**src/rtl/uart_pkg.sv**
```systemverilog
// Shared UART definitions: default frame/oversampling parameters used by
// uart_baudgen, uart_tx and uart_rx, plus the receiver state encoding.
package uart_pkg;

    localparam int UART_DATA_BITS   = 8;
    localparam int UART_OVER_SAMPLE = 16;
    localparam int UART_SYNC_STAGES = 2;

    typedef enum logic [2:0] {
        IDLE      = 3'd0,
        START     = 3'd1,
        DATA      = 3'd2,
        STOP      = 3'd3,
        WAIT_IDLE = 3'd4
    } rx_state_e;

endpackage

```
**src/rtl/uart_sync.sv**
```systemverilog
// Multi-flop synchronizer for an asynchronous, idle-high serial line.
// Flops reset to 1 so that a reset never manufactures a false start edge.
module uart_sync #(
    parameter int Stages = 2
) (
    input  logic i_clk,
    input  logic i_rst_n,
    input  logic i_d,
    output logic o_q
);

    logic [Stages-1:0] sync_ff;

    // Shift the raw line through the chain; the last flop is the clean copy.
    always_ff @(posedge i_clk or negedge i_rst_n) begin
        if (!i_rst_n) begin
            sync_ff <= '1;
        end else begin
            sync_ff <= {sync_ff[Stages-2:0], i_d};
        end
    end

    assign o_q = sync_ff[Stages-1];

endmodule

```
**src/rtl/uart_rx.sv**
```systemverilog
// Oversampling UART receiver. Detects the start edge, confirms it at
// mid-start-bit, samples each data bit and the stop bit at mid-bit, and
// hands completed bytes to a single-entry holding register.
//
// Output handshake: o_valid/o_data form a valid/ready source. Once o_valid
// rises it stays high and o_data stays frozen until a cycle where
// o_valid & i_ready are both 1; that cycle is the transfer, and o_valid drops
// on the following cycle unless a new byte is loaded on the same edge.
// i_ready while o_valid=0 has no effect.
module uart_rx
    import uart_pkg::*;
#(
    parameter int DataBits   = UART_DATA_BITS,
    parameter int OverSample = UART_OVER_SAMPLE,
    parameter int SyncStages = UART_SYNC_STAGES
) (
    input  logic                i_clk,
    input  logic                i_rst_n,
    input  logic                i_baud_clk,
    input  logic                i_rx,
    output logic [DataBits-1:0] o_data,
    output logic                o_valid,
    input  logic                i_ready,
    output logic                o_frame_err,
    output logic                o_overrun,
    output logic [2:0]          o_state
);

    localparam int OsW = $clog2(OverSample);
    localparam int BcW = $clog2(DataBits + 1);

    localparam logic [OsW-1:0] OS_MID   = OsW'(OverSample / 2 - 1);
    localparam logic [OsW-1:0] OS_LAST  = OsW'(OverSample - 1);
    localparam logic [BcW-1:0] BIT_LAST = BcW'(DataBits - 1);

    logic                baud_prev;
    logic                tick;
    logic                rx_s;
    rx_state_e           state;
    logic [OsW-1:0]      os_cnt;
    logic [BcW-1:0]      bit_cnt;
    logic [DataBits-1:0] shift_reg;
    logic                stop_sample;
    logic                deliver;
    logic                frame_bad;

    uart_sync #(
        .Stages (SyncStages)
    ) u_sync (
        .i_clk   (i_clk),
        .i_rst_n (i_rst_n),
        .i_d     (i_rx),
        .o_q     (rx_s)
    );

    // Remember the previous baud clock level to find its rising edge.
    always_ff @(posedge i_clk or negedge i_rst_n) begin
        if (!i_rst_n) begin
            baud_prev <= 1'b0;
        end else begin
            baud_prev <= i_baud_clk;
        end
    end

    assign tick = i_baud_clk & ~baud_prev;

    // Stop-bit sampling point: the only place a frame outcome is decided.
    assign stop_sample = tick && (state == STOP) && (os_cnt == OS_LAST);
    assign deliver     = stop_sample &  rx_s;
    assign frame_bad   = stop_sample & ~rx_s;

    // Frame FSM with oversample and bit counters; advances only on ticks.
    always_ff @(posedge i_clk or negedge i_rst_n) begin
        if (!i_rst_n) begin
            state     <= IDLE;
            os_cnt    <= '0;
            bit_cnt   <= '0;
            shift_reg <= '0;
        end else if (tick) begin
            case (state)
                IDLE: begin
                    if (!rx_s) begin
                        state  <= START;
                        os_cnt <= '0;
                    end
                end
                START: begin
                    if (os_cnt == OS_MID) begin
                        // Mid-start-bit: a high line here was only a glitch.
                        os_cnt <= '0;
                        if (!rx_s) begin
                            state   <= DATA;
                            bit_cnt <= '0;
                        end else begin
                            state <= IDLE;
                        end
                    end else begin
                        os_cnt <= os_cnt + OsW'(1);
                    end
                end
                DATA: begin
                    if (os_cnt == OS_LAST) begin
                        // Line is LSB first, so new bits enter at the top.
                        os_cnt    <= '0;
                        shift_reg <= {rx_s, shift_reg[DataBits-1:1]};
                        bit_cnt   <= bit_cnt + BcW'(1);
                        if (bit_cnt == BIT_LAST) begin
                            state <= STOP;
                        end
                    end else begin
                        os_cnt <= os_cnt + OsW'(1);
                    end
                end
                STOP: begin
                    if (os_cnt == OS_LAST) begin
                        os_cnt <= '0;
                        state  <= rx_s ? IDLE : WAIT_IDLE;
                    end else begin
                        os_cnt <= os_cnt + OsW'(1);
                    end
                end
                WAIT_IDLE: begin
                    // Line held low (break): wait for it to return high.
                    if (rx_s) begin
                        state <= IDLE;
                    end
                end
                default: begin
                    state <= IDLE;
                end
            endcase
        end
    end

    // Holding register, handshake and one-cycle error pulses.
    always_ff @(posedge i_clk or negedge i_rst_n) begin
        if (!i_rst_n) begin
            o_data      <= '0;
            o_valid     <= 1'b0;
            o_frame_err <= 1'b0;
            o_overrun   <= 1'b0;
        end else begin
            o_frame_err <= frame_bad;
            o_overrun   <= 1'b0;
            if (deliver) begin
                if (!o_valid || i_ready) begin
                    // Empty, or the held byte leaves on this same edge.
                    o_data  <= shift_reg;
                    o_valid <= 1'b1;
                end else begin
                    // Held byte wins; the new one is dropped.
                    o_overrun <= 1'b1;
                end
            end else if (o_valid && i_ready) begin
                o_valid <= 1'b0;
            end
        end
    end

    assign o_state = state;

endmodule

```
**config.mk**
```make
export PLATFORM = sky130hd
export DESIGN_NAME = uart_rx
export DESIGN_NICKNAME = d
export VERILOG_FILES = /design/src/rtl/uart_pkg.sv /design/src/rtl/uart_sync.sv /design/src/rtl/uart_rx.sv
export SDC_FILE = /design/constraint.sdc
export NUM_CORES = 1
export LEC_CHECK = 0
export CAP_MARGIN = 20
export CORE_AREA = 2 2 66 68
export DETAILED_ROUTE_END_ITERATION = 8
export DIE_AREA = 0 0 68 70
export RECOVER_POWER = 25
export SLEW_MARGIN = 0
export SYNTH_ARGS = -nofsm -noshare
export SYNTH_HDL_FRONTEND = slang
export SYNTH_SLANG_ARGS = --single-unit
```
**constraint.sdc**
```tcl
create_clock -name i_clk -period 2.9 [get_ports i_clk]
set_input_delay 0.58 -clock i_clk [delete_from_list [all_inputs] [get_ports i_clk]]
set_output_delay 0.58 -clock i_clk [all_outputs]
set_load 0.02 [all_outputs]
```
==> impl_metrics.tcl, run 1 <==
set metrics [dict create \
    cts_buffers 5 \
    path_class "in -> reg" \
    synth_top_area_share_pct 53.0 \
    io_pins 19 \
    grt_util_all_layers_pct 13.3 \
    die_y_um 70 \
    fillers 385 \
    placedInstanceArea_um2 1680 \
    critPathLaunchType "input pin" \
    r2r_start "os_cnt[0]" \
    max_stage_delay_ns 0.57 \
    ir_worst_vdd_mv 0.289 \
    final_common_cell "dfrtp_1" \
    synth_nets 130 \
    synthCells 123 \
    crit_path_end_kind "flop" \
    ant_nets 0 \
    p_leak_uw 0.000795 \
    routedWlPerCell_um 13.5 \
    slew_violations 0 \
    cts_buffer_depth 2 \
    worstPathCellList "dlygate4sd3_1, or3b_1, nor4_2, buf_4, mux2_2" \
    antenna_found_initial 0 \
    finalSetupViolations 0 \
    worst_pin_slew_ns 0.485 \
    core_um2 4140 \
    period_needed_ns 2.25 \
    critPathMaxFanout 11 \
    syn_area_um2 1460 \
    initial_core_util_pct 35.3 \
    hold_violations 0 \
    postSynthAreaPerCell_um2 11.9 \
    drv_cap 0 \
    dieArea_um2 4760 \
    ctsResizeCount 0 \
    r2r_cells 5 \
    hp-class "reg -> reg" \
    cts_tree "yes" \
    ys_types 37 \
    htree_levels 2 \
    die_w_um 68 \
    ctsRootBufferMaster "clkbuf_8" \
    first_global_vias 1041 \
    dp_slack_ns 0.437 \
    worstPathArrival_ns 2.42 \
    synth_area_leader_cell "dfrtp_1" \
    reg2reg_slack_ns 0.97 \
    yosysWarnings 0 \
    rsz0062_at_grt "no" \
    portBuffers 18 \
    slew-limit-headroom_pct 67.7 \
    grt_first_pass_wirelength_mm 4.77 \
    drc 0 \
    ctsHoldBuffers 0 \
    worstSkewPairLatency_ns 0.29 \
    clock_skew_ns 0.00839 \
    critPathTopFamily "buffers and inverters" \
    drive_above_1_share_pct 20.8 \
    nets 150 \
    synth-edff-count 0 \
    grt_overflow_total 0 \
    path_buf_inv 2 \
    area_delta_synth_final_pct 20.5 \
    layout_setup_ws_ns 0.654 \
    drt_iter0_markers 79 \
    status "finished clean" \
    final_cell_mix "dfrtp_1, mux2_2, clkdlybuf4s50_1, nand2_1, o21ai_0" \
    antenna_cells 0 \
    vias_per_cell 5.13 \
    power_uw 1260 \
    p_per_area_nw_per_um2 715 \
    synth_seq_cells 33 \
    numClockSinks 33 \
    dr.pass1.iters 4 \
    path_clk_slew_ns 0.06 \
    grt_max_degree 34 \
    ys_seq_area_share_pct 56.6 \
    ys_async_sr_fraction_pct 100 \
    max_freq_ghz 0.445 \
    multi_input_area_um2 582 \
    ff_latch_area_um2 828 \
    min_period_over_period_pct 77.4 \
    rows 24 \
    endpoint "shift_reg[6]" \
    gp_congestion 0.768 \
    fin_area_um2 1760 \
    wl_mm 2.66 \
    path_depth 5 \
    cts_setup_buffers 0 \
    worstSetupStartpoint "i_baud_clk" \
    ys.flop_type "dfrtp_1" \
    synth_area_leaders "dfrtp_1, mux2_2, dfstp_2" \
    r2r-end "o_data[2]" \
    vias 1006 \
    slowest_stage "dlygate4sd3_1" \
    setup_tns_ns 0 \
    crit_required_ns 3.07 \
    dp_hpwl_mm 1.83 \
]
==> power breakdown <==
part / internal, uW / switching, uW
clock network: 166 / 164
registers: 531 / 101
logic: 153 / 146
==> worst reg2reg max path: cells and delay by family, from the launching register on <==
family / cells / cell delay [ns]
and+or+nand+nor: 3 / 0.79
muxes: 1 / 0.38
adders and majority gates: 1 / 0.26
DFF: 1 / 0.40
==> metrics by stage <==
stage	utilization, %	hold WS, ns	std cells
after floorplan	-	0.284	123
after global placement	40.6	0.348	188
after detailed placement	40.6	0.350	188
after CTS	42.6	0.359	196
after global routing	42.6	0.364	196
final	42.6	0.358	196
==> final cells by class <==
cell class	count	area share [%]
sequential	33	47.0
clock inverter	2	0.567
multi-input combinational	80	33.0
clock buffer	6	4.11
timing repair buffer	20	11.1
tap	52	3.69
inverter	3	0.638
==> kinds of logic after synthesis <==
family,synth area share [%]
flops,56.6
mux,13.1
fa+ha+maj,1.71
compound gates,10.0
xor+xnor,0.598
simple gates,14.4
buf+inv,3.67
==> Yosys cell counts (2+ instances only) <==
master    number
mux2_2        17
dfstp_2        2
a21oi_1        2
clkbuf_1       3
nand2b_1       4
nand3_1        2
buf_4          2
ha_1           2
o21ai_0        9
nor3_1         4
a21o_1         2
inv_1          3
nor4_1         2
nand4_1        2
dfrtp_1       31
nor2_1         4
o21ai_1        2
nand2_1       11
==> metal layers <==
layer	part of all wire [%]	vias up	track usage, %
met5	0	-	0
met4	1.0	0	6.67
met3	5.7	5	4.19
met2	46	25	19.3
met1	47	497	17.7
li1	-	479	-
==> worst min path at each step <==
| stage | startpoint | to | slack [ns] | cells after the start |
|---|---|---|---|---|
| floorplan | i_rst_n | baud_prev | 0.28 | 0 |
| global placement | u_sync.sync_ff[0] | u_sync.sync_ff[1] | 0.35 | 0 |
| detailed placement | u_sync.sync_ff[0] | u_sync.sync_ff[1] | 0.35 | 0 |
| CTS | u_sync.sync_ff[0] | u_sync.sync_ff[1] | 0.36 | 0 |
| global route | u_sync.sync_ff[0] | u_sync.sync_ff[1] | 0.36 | 0 |
| finish | u_sync.sync_ff[0] | u_sync.sync_ff[1] | 0.36 | 0 |
No activity file was read; power rests on OpenSTA's default activity.
==> run 2, diff against run 1 <==
==> constraint.sdc (replaced) <==
create_clock -name i_clk -period 2.35 [get_ports i_clk]
set_input_delay 0.47 -clock i_clk [delete_from_list [all_inputs] [get_ports i_clk]]
set_output_delay 0.47 -clock i_clk [all_outputs]
set_load 0.02 [all_outputs]
==> run 2 against run 1 <==
Clock skew fell by 0.0028 ns. Die area unchanged. Sequential power is 23% higher. Design area up 4.0%. Clock power rose by 69%. Clock-buffer cell count unchanged.
==> impl_metrics.tcl, run 2 (synthesis gave the netlist of run 1 again) <==
set metrics [dict create \
    layoutNonFillerInstCount 199 \
    setup_tns_ns 0 \
    ctsRootBufferMaster "clkbuf_8" \
    wl_mm 2.61 \
    status "finished clean" \
    gp_congestion 0.769 \
    die_w_um 68 \
    dr.pass1.iters 4 \
    slew-limit-headroom_pct 46.0 \
    critPathMaxFanout 17 \
    nets 153 \
    path_clk_slew_ns 0.07 \
    period_needed_ns 2.09 \
    path_buf_inv 1 \
    rsz0062_at_grt "no" \
    ir_worst_vdd_mv 0.303 \
    rows 24 \
    initial_core_util_pct 35.3 \
    min_from "u_sync.sync_ff[0]" \
    ant_nets 0 \
    drc 0 \
    placedCellCount 191 \
    cts_buffer_depth 2 \
    r2r_start "o_state[0]" \
    cts_setup_buffers 0 \
    drt_iter0_markers 93 \
    ctsHoldBuffers 0 \
    vias_per_cell 5.06 \
    worstPathArrival_ns 1.62 \
    grt_util_all_layers_pct 13.6 \
    path_class "reg -> out" \
    worst_pin_slew_ns 0.810 \
    numClockSinks 33 \
    r2r-end "bit_cnt[0]" \
    hp-class "reg -> reg" \
    vias 1007 \
    finalSetupViolations 0 \
    dieArea_um2 4760 \
    die_y_um 70 \
    drv_cap 0 \
    grt_first_pass_wirelength_mm 4.77 \
    crit_path_end_kind "output pin" \
    r2r_cells 3 \
    ctsResizeCount 0 \
    first_global_vias 1039 \
    final_common_cell "dfrtp_1" \
    antenna_cells 0 \
    grt_overflow_total 0 \
    critPathLaunchType "flop" \
    slew_violations 0 \
    post-route-util_pct 44.3 \
    grt_max_degree 34 \
    core_um2 4140 \
    p_leak_uw 0.000824 \
    cts_tree "yes" \
    hold_path_end "u_sync.sync_ff[1]" \
    slowest_stage "clkdlybuf4s50_1" \
    area_delta_synth_final_pct 25.3 \
    htree_levels 2 \
    critPathTopFamily "buffers and inverters" \
    final_cell_mix "dfrtp_1, mux2_2, clkdlybuf4s50_1, nand2_1, o21ai_0" \
    max_freq_ghz 0.478 \
    crit_required_ns 1.88 \
    antenna_found_initial 0 \
    worstPathCellList "clkdlybuf4s50_1" \
    min_period_over_period_pct 89.1 \
    portBuffers 18 \
    drive_above_1_share_pct 23.1 \
    max_stage_delay_ns 0.69 \
    dp_hpwl_mm 1.79 \
    reg2reg_slack_ns 0.47 \
    hold_violations 0 \
    io_pins 19 \
    hold_path_depth 0 \
    worstSkewPairLatency_ns 0.29 \
    p_per_area_nw_per_um2 930 \
    routedWlPerCell_um 13.1 \
    clock_skew_ns 0.00562 \
    cts_buffers 5 \
]
[run 2: cell types whose count changed in the layout (fill, tap and decap cells not counted), sizes merged]
cell	change
buf	+2
clkinv	-2
bufinv	+1
clkbuf	+1
clkinvlp	+1
[run 2: per-layer routing]
layer	vias up	track usage (%)	wire, um	share of wire, %
li1	485	-	-	-
met1	490	17.5	1160	44
met2	28	19.4	1270	49
met3	4	6.28	136	5.2
met4	0	6.00	48	1.8
met5	-	0	0	0
[run 2: where the power goes]
| part | internal, uW | switching, uW |
|---|---|---|
| registers | 656 | 124 |
| clock network | 345 | 214 |
| logic | 191 | 177 |
| total | 1190 | 515 |
[run 2: through the flow]
stage               instance area, um^2  hold slack [ns]  worst slack [ns]  power, uW
detailed placement                 1720            0.350            0.0868       1160
global placement                   1720            0.347             0.115       1150
CTS                                1840            0.361             0.233       1740
global route                       1830            0.367             0.149       1830
finish                             1830            0.360             0.257       1710
floorplan                          1460            0.174             0.517       1040
[run 2: worst max-delay path by stage]
stage	cells after the start	to	slack (ns)	start
after floorplan	5	shift_reg[0]	0.52	o_state[2]
after global placement	5	shift_reg[0]	0.12	i_baud_clk
after detailed placement	5	shift_reg[4]	0.09	i_baud_clk
after CTS	1	o_state[0]	0.23	o_state[0]
after global routing	1	o_state[0]	0.15	o_state[0]
final	1	o_state[0]	0.26	o_state[0]
[run 2: layout make-up]
class	instances	area (um^2)
fillers	389	2310
flip-flops and latches	33	828
multi-input cells	80	582
repair buffers	23	228
clock buffers	6	82.6
well taps	52	65.1
clock inverters	2	37.5
inverters	3	11.3
